[src/rtl/vga_timing_gen_if.sv]
// vga_timing_gen_if
//   Frame-buffer address/data bus between the raster timing generator and
//   the pixel store.
//   master (timing generator): drives HC_O/VC_O, receives PIXEL_DATA.
//   slave  (frame buffer)    : receives HC_O/VC_O, returns PIXEL_DATA.
//   The return path is combinational: PIXEL_DATA belongs to the address
//   presented in the same cycle.
interface vga_timing_gen_if;
  logic [10:0] HC_O;        // horizontal scan count (frame buffer uses [9:0])
  logic [9:0]  VC_O;        // vertical scan count
  logic [7:0]  PIXEL_DATA;  // RGB332 pixel for (HC_O, VC_O)

  modport master (output HC_O, output VC_O, input PIXEL_DATA);
  modport slave  (input HC_O, input VC_O, output PIXEL_DATA);
endinterface

[src/rtl/vga_timing_gen.sv]
// vga_timing_gen
//   Raster timing and pixel output stage of the VGA driver.
//   Stage 1: free-running horizontal/vertical scan counters that address the
//            frame buffer through the fb interface.
//   Stage 2: registered RGB332 pixel, DE, HSYNC, VSYNC and FRAME_START, all
//            derived from the stage-1 counts of the previous cycle so every
//            pin output is mutually aligned (one clock behind HC_O/VC_O).
//   Ports:
//     PIXEL_CLK   pixel clock, all state on rising edge
//     RST_N       synchronous active-low reset
//     fb          frame-buffer bus (HC_O, VC_O out; PIXEL_DATA in)
//     TP_SEL      test-pattern select (only with TEST_PATTERN_EN)
//     RED/GREEN/BLUE  blanked pixel colour to the DAC
//     HSYNC/VSYNC     syncs with H_POL/V_POL active level
//     DE              display enable, aligned with RGB
//     FRAME_START     one-cycle strobe aligned with pixel (0,0)
//   Build option:
//     TEST_PATTERN_EN  adds TP_SEL and an internal 8-bar colour pattern
//                      (bar = HC_O/100) as an alternate RGB source.
//   Legal timing: H_TOTAL <= 2048, V_TOTAL <= 1024.
module vga_timing_gen #(
  parameter int H_VIS  = 800,
  parameter int H_FP   = 56,
  parameter int H_SYNC = 120,
  parameter int H_BP   = 64,
  parameter int V_VIS  = 600,
  parameter int V_FP   = 37,
  parameter int V_SYNC = 6,
  parameter int V_BP   = 23,
  parameter bit H_POL  = 1'b1,
  parameter bit V_POL  = 1'b1
) (
  input  logic                PIXEL_CLK,
  input  logic                RST_N,
  vga_timing_gen_if.master    fb,
`ifdef TEST_PATTERN_EN
  input  logic                TP_SEL,
`endif
  output logic [2:0]          RED,
  output logic [2:0]          GREEN,
  output logic [1:0]          BLUE,
  output logic                HSYNC,
  output logic                VSYNC,
  output logic                DE,
  output logic                FRAME_START
);

  localparam int H_TOTAL = H_VIS + H_FP + H_SYNC + H_BP;
  localparam int V_TOTAL = V_VIS + V_FP + V_SYNC + V_BP;
  localparam logic [10:0] H_LAST = 11'(H_TOTAL - 1);
  localparam logic [9:0]  V_LAST = 10'(V_TOTAL - 1);

  // ---------------- stage 1: scan counters ----------------
  logic [10:0] hc_q, hc_d;
  logic [9:0]  vc_q, vc_d;

  always_comb begin
    hc_d = hc_q + 11'd1;
    vc_d = vc_q;
    if (hc_q == H_LAST) begin
      hc_d = '0;
      vc_d = (vc_q == V_LAST) ? '0 : vc_q + 10'd1;
    end
  end

  always_ff @(posedge PIXEL_CLK) begin
    if (!RST_N) begin
      hc_q <= '0;
      vc_q <= '0;
    end else begin
      hc_q <= hc_d;
      vc_q <= vc_d;
    end
  end

  assign fb.HC_O = hc_q;
  assign fb.VC_O = vc_q;

  // ---------------- stage 2: pin registers ----------------
  // Comparisons are done in int so sync window ends that reach H_TOTAL or
  // V_TOTAL (zero back porch) cannot overflow the counter width.
  logic       active;
  logic [7:0] pix;
  logic [7:0] rgb_q, rgb_d;
  logic       de_q, de_d, hs_q, hs_d, vs_q, vs_d, fs_q, fs_d;

`ifdef TEST_PATTERN_EN
  logic [2:0] bar;
  always_comb begin
    bar = 3'd0;
    for (int k = 1; k < 8; k++)
      if (int'(hc_q) >= 100 * k) bar = 3'(k);
  end
`endif

  always_comb begin
    pix = fb.PIXEL_DATA;
`ifdef TEST_PATTERN_EN
    if (TP_SEL) pix = {{3{bar[2]}}, {3{bar[1]}}, {2{bar[0]}}};
`endif
    active = (int'(hc_q) < H_VIS) && (int'(vc_q) < V_VIS);
    rgb_d  = active ? pix : 8'h00;
    de_d   = active;
    hs_d   = ((int'(hc_q) >= H_VIS + H_FP) && (int'(hc_q) < H_VIS + H_FP + H_SYNC))
             ? H_POL : ~H_POL;
    // VSYNC only depends on VC_O, which changes at HC_O wrap, so it moves on
    // the line boundary automatically.
    vs_d   = ((int'(vc_q) >= V_VIS + V_FP) && (int'(vc_q) < V_VIS + V_FP + V_SYNC))
             ? V_POL : ~V_POL;
    fs_d   = (hc_q == '0) && (vc_q == '0);
  end

  always_ff @(posedge PIXEL_CLK) begin
    if (!RST_N) begin
      rgb_q <= 8'h00;
      de_q  <= 1'b0;
      hs_q  <= ~H_POL;
      vs_q  <= ~V_POL;
      fs_q  <= 1'b0;
    end else begin
      rgb_q <= rgb_d;
      de_q  <= de_d;
      hs_q  <= hs_d;
      vs_q  <= vs_d;
      fs_q  <= fs_d;
    end
  end

  assign RED         = rgb_q[7:5];
  assign GREEN       = rgb_q[4:2];
  assign BLUE        = rgb_q[1:0];
  assign DE          = de_q;
  assign HSYNC       = hs_q;
  assign VSYNC       = vs_q;
  assign FRAME_START = fs_q;

endmodule
[src/flat_wrapper.sv]
// flat-port wrapper written by rule: the top's interface ports become plain ports
module vga_timing_gen_flat 
#(
  parameter int H_VIS  = 800,
  parameter int H_FP   = 56,
  parameter int H_SYNC = 120,
  parameter int H_BP   = 64,
  parameter int V_VIS  = 600,
  parameter int V_FP   = 37,
  parameter int V_SYNC = 6,
  parameter int V_BP   = 23,
  parameter bit H_POL  = 1'b1,
  parameter bit V_POL  = 1'b1
)
  (PIXEL_CLK, RST_N, RED, GREEN, BLUE, HSYNC, VSYNC, DE, FRAME_START, fb_HC_O, fb_VC_O, fb_PIXEL_DATA);
  vga_timing_gen_if fb_i ();
  input  logic PIXEL_CLK;
  input  logic RST_N;
  output logic [2:0] RED;
  output logic [2:0] GREEN;
  output logic [1:0] BLUE;
  output logic HSYNC;
  output logic VSYNC;
  output logic DE;
  output logic FRAME_START;
  output wire logic [$bits(fb_i.HC_O)-1:0] fb_HC_O;
  output wire logic [$bits(fb_i.VC_O)-1:0] fb_VC_O;
  input wire logic [$bits(fb_i.PIXEL_DATA)-1:0] fb_PIXEL_DATA;
  assign fb_HC_O = fb_i.HC_O;
  assign fb_VC_O = fb_i.VC_O;
  assign fb_i.PIXEL_DATA = fb_PIXEL_DATA;
  vga_timing_gen #(.H_VIS(H_VIS), .H_FP(H_FP), .H_SYNC(H_SYNC), .H_BP(H_BP), .V_VIS(V_VIS), .V_FP(V_FP), .V_SYNC(V_SYNC), .V_BP(V_BP), .H_POL(H_POL), .V_POL(V_POL)) u_core (.PIXEL_CLK(PIXEL_CLK), .RST_N(RST_N), .fb(fb_i), .RED(RED), .GREEN(GREEN), .BLUE(BLUE), .HSYNC(HSYNC), .VSYNC(VSYNC), .DE(DE), .FRAME_START(FRAME_START));
endmodule
[config.mk]
export PLATFORM = sky130hd
export DESIGN_NAME = vga_timing_gen_flat
export DESIGN_NICKNAME = d
export VERILOG_FILES = /design/src/rtl/vga_timing_gen_if.sv /design/src/rtl/vga_timing_gen.sv /design/src/flat_wrapper.sv
export SDC_FILE = /design/constraint.sdc
export NUM_CORES = 1
export LEC_CHECK = 0
export ABC_AREA = 1
export CAP_MARGIN = 20
export CORE_MARGIN = 8
export CORE_UTILIZATION = 44
export DETAILED_ROUTE_END_ITERATION = 6
export MAX_ROUTING_LAYER = met4
export PLACE_DENSITY = 0.87
export REMOVE_ABC_BUFFERS = 1
export SLEW_MARGIN = 30
export SYNTH_ARGS = -nofsm -noshare
export SYNTH_HDL_FRONTEND = slang
export SYNTH_SLANG_ARGS = --single-unit
[constraint.sdc]
create_clock -name PIXEL_CLK -period 1.2 [get_ports PIXEL_CLK]
set_input_delay 0.18 -clock PIXEL_CLK [delete_from_list [all_inputs] [get_ports PIXEL_CLK]]
set_output_delay 0.18 -clock PIXEL_CLK [all_outputs]
set_load 0.02 [all_outputs]
==> flow_summary_export.csv <==
group,metric,value,unit
timing,rsz0062_at_grt,"yes",
route,drt_iter0_markers,118,
timing,slew_viol_final,0,
grt,grt.overflow.total,0,
yosys,synthCells,246,
pwr,p_per_area,953,nW/µm²
place,hpwlAfterDp,3600,µm
cts,cts-htree-levels,2,
timing,fin_crit_sh,113,%
grt,grtUsageTotal,18.1,%
floorplanning,core.rowCount,22,
pwr,vdd_drop_max,0.000800,V
floorplanning,dieArea,6120,µm²
route,viasPerCell,5.16,
route,dr_total_vias,1950,
cts,max-clock-path-buffers,2,
timing,fin_ws,-160,ps
cts,cts_sinks,33,
critical_path,worstPathMaxFanout,7,
critical_path,worstPathRequired,1410,ps
hold_path,whs_path_depth,3,
grt,grt_pass1_vias,2023,
floorplanning,die_x,78.2,µm
pwr,p_seq_share,43.7,%
status,outcome,"complete, but fails checks",
yosys,synth_cell_types,23,
cts,clkLatencyLatePin,290,ps
place,dp.cells,365,
layout,fin_nets,345,
yosys,seq_area_frac_synth,38.8,%
yosys,synth_area,1700,µm²
hold_path,min-delay-start,"fb_PIXEL_DATA[3]",
timing,hold_viol,0,
layout,drive_gt1_share,37.3,%
grt,grt_max_degree,13,
pwr,clkPwrFrac,48.2,%
hold_path,worstHoldPathType,"in -> reg",
floorplanning,die_h,78.2,µm
cts,clkTransAtPathRegs,70,ps
route,ant_nets,0,
critical_path,cp.arrival,1570,ps
layout,antennaDiodeCount,0,
timing,worst_slew_pin_slew,281,ps
timing,fmax,0.735,GHz
critical_path,startpoint,"u_core.fb.VC_O[5]",
grt,grt_pass1_wl,8870,µm
floorplanning,pin_count,43,
route,routed_wl,5530,µm
pwr,switchingPower,550,µW
critical_path,reg2reg_depth,6,
cts,clock-root-buffer,"clkbuf_8",
status,violations,"negative setup slack",
floorplanning,coreArea,3690,µm²
place,gp_congestion,0.898,
pwr,switching_share,21.2,%
pwr,p_comb_share,8.2,%
critical_path,crit_type,"reg -> reg",
critical_path,r2r-start,"u_core.fb.VC_O[5]",
timing,fin_crit,1360,ps
floorplanning,initial_core_util,46.2,%
cts,cts_inserted_buffers,5,
layout,area_growth,59.7,%
place,pre_cts_ws,-264,ps
grt,antenna_found_initial,0,
layout,instances_no_fill,378,
route,wl_per_cell,14.6,µm
timing,fin_skew,4.99,ps
yosys,synth.avg_cell_area,6.92,µm²
yosys,ys_warn_count,0,
timing,max-slew-margin-rel,81.2,%
route,drcViolationCount,0,
route,firstDrtPassIters,4,
critical_path,endpoint_kind,"register",
timing,setup_viol_count_final,27,
critical_path,critical_path.startpoint_type,"register",
place,io_buffers,42,
cts,cts_tree,"built",
pwr,p_leak,0.00127,µW
run,drv_cap,0,
yosys,ys_ff_latch,33,
pwr,p_int,2040,µW
==> synth_stat cells (all sizes together) <==
cell,count,area (µm²)
nand2,57,226
nor2,41,179
inv,40,150
dfxtp,33,661
nand3,21,115
nor3,13,76.3
a21oi,10,50.1
nand4,8,50.1
o21ai,7,35.0
ha,6,75.1
buf,3,26.3
xor2,3,26.3
nor3b,2,15.0
a31oi,1,6.26
nand3b,1,11.3
==> flip-flops by register name, summed over array words and instances, names as in the netlist <==
name,flops
u_core.FRAME_START,1
u_core.fb.VC_O,10
u_core.VSYNC,1
u_core.rgb_q,8
u_core.DE,1
u_core.HSYNC,1
u_core.fb.HC_O,11
==> layer usage <==
metal	global-route usage (%)	routed length [µm]
met5	-	0
met4	7.96	112
met3	6.04	431
met2	31.8	2810
met1	17.7	2170
==> final cells by class <==
cell class,instances,area (µm²)
multi-input cells,171,988
fillers,283,970
repair buffers,78,697
flip-flops and latches,33,689
inverters,40,150
clock buffers,5,68.8
clock inverters,3,65.1
well taps,48,60.1
==> through the flow <==
step	total power, µW	hold WS, ps	instance area [µm²]	utilization (%)	TNS [ps]
after floorplan	1250	300	1680	-	-4960
after detailed placement	1380	493	2420	65.7	-4130
final	2590	426	2720	73.7	-1760
after global placement	1370	495	2420	65.7	-2770
after CTS	2610	418	2630	71.4	-309
after global routing	2670	427	2720	73.7	-3840
==> cells by family after synthesis <==
| group | after synthesis | share of synthesized area [%] |
|---|---|---|
| buffers and inverters | 43 | 10.4 |
| DFF | 33 | 38.8 |
| AOI/OAI and AO/OA | 18 | 5.36 |
| and+or+nand+nor | 143 | 39.5 |
| adders and majority gates | 6 | 4.41 |
| xor gates and xnor gates | 3 | 1.54 |
==> layout by cell type (no fill, tap or decap), types with 8 or more instances in the layout <==
cell type         n
nand4_1           8
inv_1            31
nand3_1          14
clkdlybuf4s50_1   9
nor3_1           11
dfxtp_2          14
nor2_1           29
inv_2             9
a21oi_1           8
nand2_1          50
buf_4            32
dlygate4sd2_1    13
clkdlybuf4s15_2  12
dfxtp_1          16
==> power by group through the flow <==
stage | combinational, µW | sequential, µW | clock [µW]
after detailed placement | 217 | 1160 | 0
after CTS | 207 | 1140 | 1270
after floorplan | 55.0 | 1200 | 0
after global placement | 212 | 1160 | 0
after global routing | 231 | 1130 | 1300
final | 212 | 1130 | 1250
==> timing repair <==
| item | in CTS | in global routing |
|---|---|---|
| hold buffers | 0 | 0 |
| endpoints found under the setup margin | 65 | 42 |
| pin swaps | 7 | 10 |
| gates cloned | 0 | 1 |
| setup buffers | 2 | 3 |
| resized for setup | 96 | 35 |
==> final timing paths <==
path	to	slack, ps
max reg2reg	u_core.VSYNC	-160
min	u_core.rgb_q[3]	430
min reg2reg	u_core.fb.HC_O[8]	480
max	u_core.VSYNC	-160
==> worst max-delay path: stages (launching register included) <==
cell and delay [ps]:
dfxtp_2 370, buf_4 140, nor2_1 210, nand3_2 140
o21ai_1 170, nand3_1 80, nor2_1 160
Power figures use the tool's default switching activity.
